<file path="config.mk">
export PLATFORM = sky130hd
export DESIGN_NAME = regfile_write_arbiter
export DESIGN_NICKNAME = d
export VERILOG_FILES = /design/src/rtl/regfile_write_arbiter.sv
export SDC_FILE = /design/constraint.sdc
export NUM_CORES = 1
export LEC_CHECK = 0
export ABC_AREA = 1
export CORE_MARGIN = 5
export CORE_UTILIZATION = 35
export CTS_BUF_LIST = sky130_fd_sc_hd__clkbuf_8
export DETAILED_ROUTE_END_ITERATION = 10
export MAX_ROUTING_LAYER = met4
export PLACE_DENSITY = 0.75
export SKIP_CTS_REPAIR_TIMING = 1
export SLEW_MARGIN = 10
export SYNTH_ARGS = -nofsm -noshare
export SYNTH_HDL_FRONTEND = slang
export SYNTH_SLANG_ARGS = --single-unit
</file>
<file path="constraint.sdc">
create_clock -name Clk -period 3.8 [get_ports Clk]
set_clock_uncertainty 0.15 [all_clocks]
set_input_delay 0.57 -clock Clk [delete_from_list [all_inputs] [get_ports Clk]]
set_output_delay 0.57 -clock Clk [all_outputs]
set_load 0.02 [all_outputs]
</file>
<file path="src/rtl/regfile_write_arbiter.sv">
// Two-requester round-robin write arbiter in front of a 32x32 register file.
// Optional read-after-write bypass outputs are compiled in with REGFILE_ARB_BYPASS_EN.
module regfile_write_arbiter #(
  parameter bit PRIO_INIT = 1'b0
) (
  input  logic        Clk,
  input  logic        Reset_n,
  input  logic        ReqA_Valid,
  input  logic [4:0]  ReqA_Addr,
  input  logic [31:0] ReqA_Data,
  output logic        ReqA_Ready,
  input  logic        ReqB_Valid,
  input  logic [4:0]  ReqB_Addr,
  input  logic [31:0] ReqB_Data,
  output logic        ReqB_Ready,
  input  logic        Stall,
  output logic        RegWrite,
  output logic [4:0]  WriteRegister,
  output logic [31:0] WriteData,
  output logic [7:0]  DropCount
`ifdef REGFILE_ARB_BYPASS_EN
  ,
  input  logic [4:0]  ReadRegister1,
  input  logic [4:0]  ReadRegister2,
  output logic        Bypass1,
  output logic        Bypass2,
  output logic [31:0] BypassData
`endif
);

  // prio_q: 1'b0 = A holds priority, 1'b1 = B holds priority
  logic        prio_q, prio_d;
  logic        we_q, we_d;
  logic [4:0]  waddr_q, waddr_d;
  logic [31:0] wdata_q, wdata_d;
  logic [7:0]  drop_q, drop_d;

  logic        ready_a_s, ready_b_s, grant_s;
  logic [4:0]  gaddr_s;
  logic [31:0] gdata_s;

  // Ready is gated by reset so nothing is accepted while Reset_n is low
  always_comb begin
    ready_a_s = 1'b0;
    ready_b_s = 1'b0;
    if (Reset_n && !Stall) begin
      ready_a_s = ReqA_Valid && (!ReqB_Valid || !prio_q);
      ready_b_s = ReqB_Valid && (!ReqA_Valid || prio_q);
    end else begin
      ready_a_s = 1'b0;
      ready_b_s = 1'b0;
    end
  end

  assign grant_s = ready_a_s || ready_b_s;

  // Granted request mux and next-state for priority, write port and drop counter
  always_comb begin
    gaddr_s = 5'd0;
    gdata_s = 32'd0;
    prio_d  = prio_q;
    we_d    = 1'b0;
    waddr_d = waddr_q;
    wdata_d = wdata_q;
    drop_d  = drop_q;

    if (ready_a_s) begin
      gaddr_s = ReqA_Addr;
      gdata_s = ReqA_Data;
      prio_d  = 1'b1;
    end else if (ready_b_s) begin
      gaddr_s = ReqB_Addr;
      gdata_s = ReqB_Data;
      prio_d  = 1'b0;
    end else begin
      gaddr_s = 5'd0;
      gdata_s = 32'd0;
      prio_d  = prio_q;
    end

    // Writes to register 0 are consumed but never reach the register file
    if (grant_s && (gaddr_s != 5'd0)) begin
      we_d    = 1'b1;
      waddr_d = gaddr_s;
      wdata_d = gdata_s;
    end else begin
      we_d    = 1'b0;
      waddr_d = waddr_q;
      wdata_d = wdata_q;
    end

    if (grant_s && (gaddr_s == 5'd0) && (drop_q != 8'd255)) begin
      drop_d = drop_q + 8'd1;
    end else begin
      drop_d = drop_q;
    end
  end

  // Registered write port state; reset drops any in-flight write at once
  always_ff @(posedge Clk or negedge Reset_n) begin
    if (!Reset_n) begin
      prio_q  <= PRIO_INIT;
      we_q    <= 1'b0;
      waddr_q <= 5'd0;
      wdata_q <= 32'd0;
      drop_q  <= 8'd0;
    end else begin
      prio_q  <= prio_d;
      we_q    <= we_d;
      waddr_q <= waddr_d;
      wdata_q <= wdata_d;
      drop_q  <= drop_d;
    end
  end

  assign ReqA_Ready    = ready_a_s;
  assign ReqB_Ready    = ready_b_s;
  assign RegWrite      = we_q;
  assign WriteRegister = waddr_q;
  assign WriteData     = wdata_q;
  assign DropCount     = drop_q;

`ifdef REGFILE_ARB_BYPASS_EN
  // Forward the write being committed this cycle to matching readers
  always_comb begin
    Bypass1 = 1'b0;
    Bypass2 = 1'b0;
    if (we_q && (waddr_q != 5'd0)) begin
      Bypass1 = (ReadRegister1 == waddr_q);
      Bypass2 = (ReadRegister2 == waddr_q);
    end else begin
      Bypass1 = 1'b0;
      Bypass2 = 1'b0;
    end
  end

  assign BypassData = wdata_q;
`endif

endmodule

</file>
**Word level (Yosys, flattened, before mapping)**

Cells that the tools add are included.

- Register bits after elaboration: 47
- Bits of input ports: 79
- Output and inout port bits: 48

- Add/subtract/negate cells: 1
- Equal/unequal tests: 1
- Mux-type cells: 9
- Reductions and logical operators: 16

Operators by type and width:

| cell | count |
|---|---|
| $mux 32 | 2 |
| $mux 5 | 2 |
| $add 8x1->8 const B | 1 |
| $ne 8x8->1 const B | 1 |
| $logic_and 1x1->1 | 6 |
| $logic_not 5->1 | 1 |
| $mux 1 | 5 |
| $reduce_bool 5->1 | 1 |
| $logic_not 1->1 | 4 |
| $logic_or 1x1->1 | 3 |
| $reduce_bool 2->1 | 1 |

**Longest topological paths before layout**

Gate-level depths: netlist of run 1.

- Word-level depth: 9
- Mapped depth: 12
- Depth with buffers taken out: 11

**Worst setup path before layout of run 1**

OpenSTA, ideal clock, no wires.

- Kind: input -> output
- Start: input Reset_n
- End: output ReqB_Ready
- Arrival time: 1.286 ns
- Data required time: 3.080 ns
- Path slack: 1.794 ns
- Stages on the path: 5
- Buffers on the path: 1
- Cell sequence: inv_1 nor2_1 nand3_1 clkinv_1 buf_2

- Cells in the longest elaborated chain, start to end: 2

RTL lines:

| item | RTL line | RTL |
|---|---|---|
| from (decl) | 7 | `input logic Reset_n,` |
| $logic_and 1x1->1 | 46 | `if (Reset_n && !Stall) begin` |
| $mux 1 | 46 |  |
| to (decl) | 15 | `output logic ReqB_Ready,` |

Every way passes these cells.

**Worst setup path after layout of run 1**

- Start: input ReqB_Valid
- End: output ReqA_Ready

- Cells in the longest elaborated chain, start to end: 4

RTL lines:

| item | RTL line | RTL |
|---|---|---|
| from (decl) | 12 | `input logic ReqB_Valid,` |
| $logic_not 1->1 | 47 | `ready_a_s = ReqA_Valid && (!ReqB_Valid \|\| !prio_q);` |
| $logic_or 1x1->1 | 47 |  |
| $logic_and 1x1->1 | 47 |  |
| $mux 1 | 46 |  |
| to (decl) | 11 | `output logic ReqA_Ready,` |

Every way passes these cells.

==> implementation parameters, run 1 <==
Parameter                              Value

Status
  Run status    finished, final reports clean

Worst setup path
  Critical-path top delay cell    clkdlybuf4s50_1
  Capturing element type of the critical path    output pin
  Buffers plus inverters on the worst setup path    2
  Launch instance of the worst register-to-register path    prio_q
  Largest delay contributor family on the critical path    buffers and inverters
  Max incr delay on CP    690 ps
  Kind of critical path    in2out
  Maximum net fanout on the critical path    16
  Sequence of cells on the critical path    clkdlybuf4s50_1 > nand2_1 > nand2_1 > nor2_4 > clkdlybuf4s50_1
  Launching instance or port of the critical path    ReqB_Valid
  Critical Path Start Type    input port
  Arrival @ worst endpoint    2260 ps
  Worst Path Required    3080 ps

Logic synthesis
  Net Count, Synth    335
  Count of mapped cells out of synthesis    255
  Fraction of registers with async set or reset after synthesis    100%
  Number of register bits inferred by synthesis    47
  Most instantiated cells after synthesis    nand2_1, dfrtp_1, a22oi_1, o21ai_0, inv_1
  Cell area after synthesis    2220 µm²
  Most used flip-flop cell after synthesis    dfrtp_1
  Library cell with the largest summed area after synthesis    dfrtp_1
  Ys Warns    0
  Cell with the most instances after synthesis    nand2_1
  Mean instance size in the synthesized netlist    8.71 µm²
  Share of the yosys chip area belonging to registers    52.9%
  Number of unique standard cell types used by synthesis    18
  Yosys top cell area share    52.9%
  Cell types with the largest area share after synthesis    dfrtp_1, nand2_1, a22oi_1
  Number of enable flip-flop cells after synthesis    0

Finish
  Share of cells above drive strength 1    3.97%
  Final core utilization    57.9%
  Number of inserted filler cells in the final layout    584
  Antenna fix cells    0
  Final nets    458
  Area Growth Syn to Fin    63.7%

Route
  DRC violation total after the first TritonRoute iteration    60
  Number of remaining DRC errors    0
  Per-cell routed wire length    13.8 µm
  Post-DRT Antenna Nets    0
  Via-per-instance ratio    4.87
  Total iterations of the first detailed-routing run    4
  Total via count in the routed design    2,218
  Routed wire length    6290 µm

Die
  Die height    89.7 µm
  Core ar.    6280 µm²
  Number of rows in the core area    29
  Ports    127
  Initial standard-cell utilization of the core    35.4%
  Total die area    8040 µm²
  Chip Width    89.7 µm

Clock network
  Clock network latency to the later pin of the worst-skew pair    290 ps
  Clock root buffer    clkbuf_8
  H-tree depth    2
  Clock transition time at the flip-flop clock pins of the worst setup and hold paths    80 ps
  CTS max path bufs    2
  Total CTS buffers    5
  TritonCTS clock tree    done
  Number of clock sinks seen by CTS    47

Timing
  Sum Neg Setup Slack    0 ps
  Final Setup Violations    0
  Timing-limited maximum frequency    335 MHz
  Final critical path time including I/O delays and setup    2980 ps
  RSZ-0062 raised after global routing    false
  Normalized max-slew margin    61.3%
  Post-route fraction of the period consumed by the critical path    78.5%
  Slew Viols, Final    0
  Hold Vio Cnt, Final    0
  Transition time at the pin with the least slew margin    580 ps

GRT
  Number of antenna violations at the first check in global routing    0
  Residual overflow from global routing    0
  Wire length of the first global-routing pass    9760 µm
  Maximum number of pins on one net before global-route repair    48
  GRT Total Usage    16.0%
  Number of global-route vias before repair    2,086

Power
  Worst IR drop on VDD    193 µV
  Leakage    0.00158 µW
  Power per Cell Area    390 nW/µm²

Worst hold path
  Tightest Hold Check Type    in2async

Placed design
  Routability congestion estimate    0.864
  HPWL Detailed    4800 µm
  IO buf count    126

Flow run
  Max Cap Violations    0
state kept, by name, summed over array words and instances (netlist names):
signal / count
prio_q: 1
RegWrite: 1
DropCount: 8
WriteData: 32
WriteRegister: 5
routing by layer:
layer  up-vias  global-route usage, %  part of all wire [%]
met2        84                   25.5                    48
met4         0                   4.33                   1.9
met1      1008                   19.4                    40
li1       1118                      -                     -
met3         8                   5.66                    10
met5         -                      -                     0
kinds of logic after synthesis:
logic type / after synthesis / synth area share (%)
xor gates and xnor gates: 3 / 1.18
adders and majority gates: 1 / 0.563
DFF: 47 / 52.9
AOI/OAI and AO/OA: 67 / 18.9
and+or+nand+nor: 105 / 20.2
buffers and inverters: 32 / 6.25
worst reg2reg max path: cells and delay by family, from the launching register on:
family	cells	cell delay, ps
buffers and inverters	1	70
and+or+nand+nor	9	1430
DFF	1	390
where the power goes:
part           switching (µW)  internal (µW)  leakage, µW
clock network             152            143    0.0000470
logic                     251            248     0.000899
registers                53.7            571     0.000632
stage by stage:
| stage | power (µW) | setup WS [ps] | hold WS [ps] | cells | cell area [µm²] |
|---|---|---|---|---|---|
| final | 1420 | 818 | 267 | 455 | 3640 |
| after global placement | 1130 | 861 | 309 | 448 | 3550 |
| after floorplan | 861 | 1790 | 124 | 255 | 2220 |
| after global routing | 1510 | 748 | 322 | 455 | 3640 |
| after CTS | 1440 | 822 | 291 | 455 | 3640 |
| after detailed placement | 1140 | 826 | 316 | 448 | 3550 |
path summary, 6_finish.rpt:
kind,end,slack (ps),depth (start not counted)
min in group Clk,WriteRegister[0],330,2
worst min register to register,WriteRegister[0],330,2
worst max register to register,DropCount[6],1660,10
worst max-delay path,ReqA_Ready,820,5
max in group asynchronous,WriteData[18],2850,2
worst min-delay path,WriteRegister[1],270,2
cell usage in the layout (no fill, tap or decap), types with 4 or more instances in the layout:
cell type / netlist / layout
a22oi_1: 32 / 32
buf_4: 2 / 4
clkbuf_8: 0 / 6
clkdlybuf4s50_1: 0 / 125
dfrtp_1: 47 / 47
inv_1: 16 / 16
nand2_1: 73 / 73
nand3_1: 11 / 11
nand4_1: 10 / 10
nor2_1: 9 / 9
o21ai_0: 32 / 32
cell type report:
type,instances,area (µm²),area share [%]
multi-input combinational,176,907,24.9
inverter,17,63.8,1.75
tap,77,96.3,2.65
sequential,47,1180,32.3
clock buffer,6,82.6,2.27
clock inverter,1,5.00,0.138
timing repair buffer,131,1310,35.9
(Power assumes the default switching activity.)
==> inputs of run 2 (changes only) <==
==> constraint.sdc (replaced) <==
create_clock -name Clk -period 2.78 [get_ports Clk]
set_clock_uncertainty 0.15 [all_clocks]
set_input_delay 0.417 -clock Clk [delete_from_list [all_inputs] [get_ports Clk]]
set_output_delay 0.417 -clock Clk [all_outputs]
set_load 0.02 [all_outputs]
==> run 2 against run 1 <==
Sequential power increased by 36%. Cell area increased by 0.38%. Cell count increased by 0.44%. Power increased by 36%. Sequential cell count unchanged. Die area unchanged. Setup slack got worse by 600 ps. Critical endpoint is now ReqB_Ready. Largest power group unchanged.
==> implementation parameters, run 2 (synthesis gave the netlist of run 1 again) <==
Parameter                              Value

Timing
  Sum Neg Setup Slack    0 ps (unchanged)
  Post-route fraction of the period consumed by the critical path    92.3%
  Slew Viols, Final    0 (unchanged)
  Normalized max-slew margin    60.7% (-0.63 points)
  Hold Vio Cnt, Final    0 (unchanged)
  Final critical path time including I/O delays and setup    2560 ps
  Final Setup Violations    0 (unchanged)
  RSZ-0062 raised after global routing    false
  Timing-limited maximum frequency    390 MHz
  Transition time at the pin with the least slew margin    590 ps (+9.51 ps)
  Setup ws final    215 ps (-603 ps)

GRT
  GRT Total Usage    16.3% (+0.25 points)
  Number of global-route vias before repair    2,136 (+2.4%)
  Number of antenna violations at the first check in global routing    0 (unchanged)
  Maximum number of pins on one net before global-route repair    48 (unchanged)
  Wire length of the first global-routing pass    9890 µm (+1.3%)
  Residual overflow from global routing    0 (unchanged)

Placed design
  Setup slack after placement    213 ps (-614 ps)
  Area of placed instances    3570 µm² (+0.56%)
  Routability congestion estimate    0.836 (-3.2%)
  HPWL Detailed    5100 µm (+6.1%)
  IO buf count    126 (unchanged)

Clock network
  H-tree depth    2 (unchanged)
  Total CTS buffers    5 (unchanged)
  Clock network latency to the later pin of the worst-skew pair    290 ps (about the same)
  Clock root buffer    clkbuf_8
  Number of clock sinks seen by CTS    47 (unchanged)
  Clock transition time at the flip-flop clock pins of the worst setup and hold paths    90 ps (about the same)
  TritonCTS clock tree    done
  CTS max path bufs    2 (unchanged)

Route
  DRC violation total after the first TritonRoute iteration    92 (+53%)
  Post-DRT Antenna Nets    0 (unchanged)
  Number of remaining DRC errors    0 (unchanged)
  Amount of wire on met3 after detailed routing    697 µm (+7.1%)
  Total iterations of the first detailed-routing run    4 (unchanged)
  Via-per-instance ratio    4.86 (-0.21%)
  Total via count in the routed design    2,223 (+0.23%)
  Per-cell routed wire length    14.4 µm (+4.1%)
  Routed wire length    6580 µm (+4.5%)
  Amount of wire on met2 after detailed routing    3250 µm (+8.0%)
  Wire length on met1    2500 µm (-0.36%)
  Highest metal layer used by the detailed router    met4

Worst setup path
  Launch instance of the worst register-to-register path    prio_q
  Critical Path Start Type    input port
  Kind of critical path    in2out
  Arrival @ worst endpoint    2000 ps (-260 ps)
  Launching instance or port of the critical path    Stall
  Maximum net fanout on the critical path    5 (-11)
  Worst Path Required    2210 ps (-870 ps)
  Capturing element type of the critical path    output pin

Power
  Power per Cell Area    528 nW/µm² (+36%)
  Worst IR drop on VDD    214 µV (+11%)
  Leakage    0.00159 µW (+0.87%)

Worst hold path
  Tightest Hold Check Type    in2async

Finish
  Area Growth Syn to Fin    64.3%
  Most frequent cells in the layout    clkdlybuf4s50_1, nand2_1, dfrtp_1
  Cell area after layout    3650 µm² (+0.38%)
  Antenna fix cells    0 (unchanged)
  Share of cells above drive strength 1    3.95% (-0.021 points)
  Leading cell type in the layout, fill and taps excluded    clkdlybuf4s50_1
  Number of flip-flops in the largest register    32 (unchanged)
  Final nets    459 (+0.22%)

Die
  Initial standard-cell utilization of the core    35.4% (unchanged)
  Die height    89.7 µm (unchanged)
  Number of rows in the core area    29 (unchanged)
  Chip Width    89.7 µm (unchanged)
  Ports    127 (unchanged)
  Core ar.    6280 µm² (unchanged)
  Total die area    8040 µm² (unchanged)

Flow run
  Max Cap Violations    0 (unchanged)

Status
  Run status    finished, final reports clean
run 2: changes by cell type in the layout (fill, tap and decap cells not counted):
cell and change:
inv_1 +2, clkbuf_8 -1, buf_12 +1
run 2: area by class of cell:
type | count | area [µm²]
Sequential cell | 47 | 1180
Timing Repair Buffer | 132 | 1330
Multi-Input combinational cell | 176 | 907
Fill cell | 574 | 2630
Inverter | 17 | 63.8
Clock buffer | 5 | 68.8
Clock inverter | 3 | 12.5
Tap cell | 77 | 96.3
run 2: power by group:
| group | total, µW | switching (µW) | internal, µW | leakage, µW |
|---|---|---|---|---|
| clock | 384 | 215 | 170 | 0.0000505 |
| sequential | 853 | 72.7 | 780 | 0.000632 |
| combinational | 692 | 346 | 346 | 0.000909 |
| total | 1930 | 633 | 1300 | 0.00159 |
run 2: final timing paths:
kind | to | slack [ps] | cells past startpoint
min reg2reg | WriteRegister[1] | 330 | 2
max in group asynchronous | DropCount[7] | 1960 | 2
max reg2reg | DropCount[3] | 860 | 11
min | WriteRegister[2] | 100 | 2
max | ReqB_Ready | 220 | 5
min in group Clk | WriteRegister[1] | 330 | 2
run 2: through the flow:
stage | power (µW) | instances | hold WS (ps) | util, %
floorplan | 1180 | 255 | -28.6 | -
global placement | 1550 | 449 | 310 | 56.9
detailed placement | 1570 | 449 | 317 | 56.9
CTS | 1960 | 457 | 137 | 58.2
global route | 2050 | 457 | 182 | 58.2
finish | 1930 | 457 | 102 | 58.2
run 2: critical path, cell delays in order:
cell,delay (ps)
clkdlybuf4s50_1,420
nor2_1,230
nand3_1,220
clkinv_1,110
clkdlybuf4s50_1,600
run 2: metal layers:
metal	up-vias	global-route usage, %
met5	-	-
met4	0	4.60
met3	11	5.57
met2	79	27.2
met1	1015	18.5
li1	1118	-
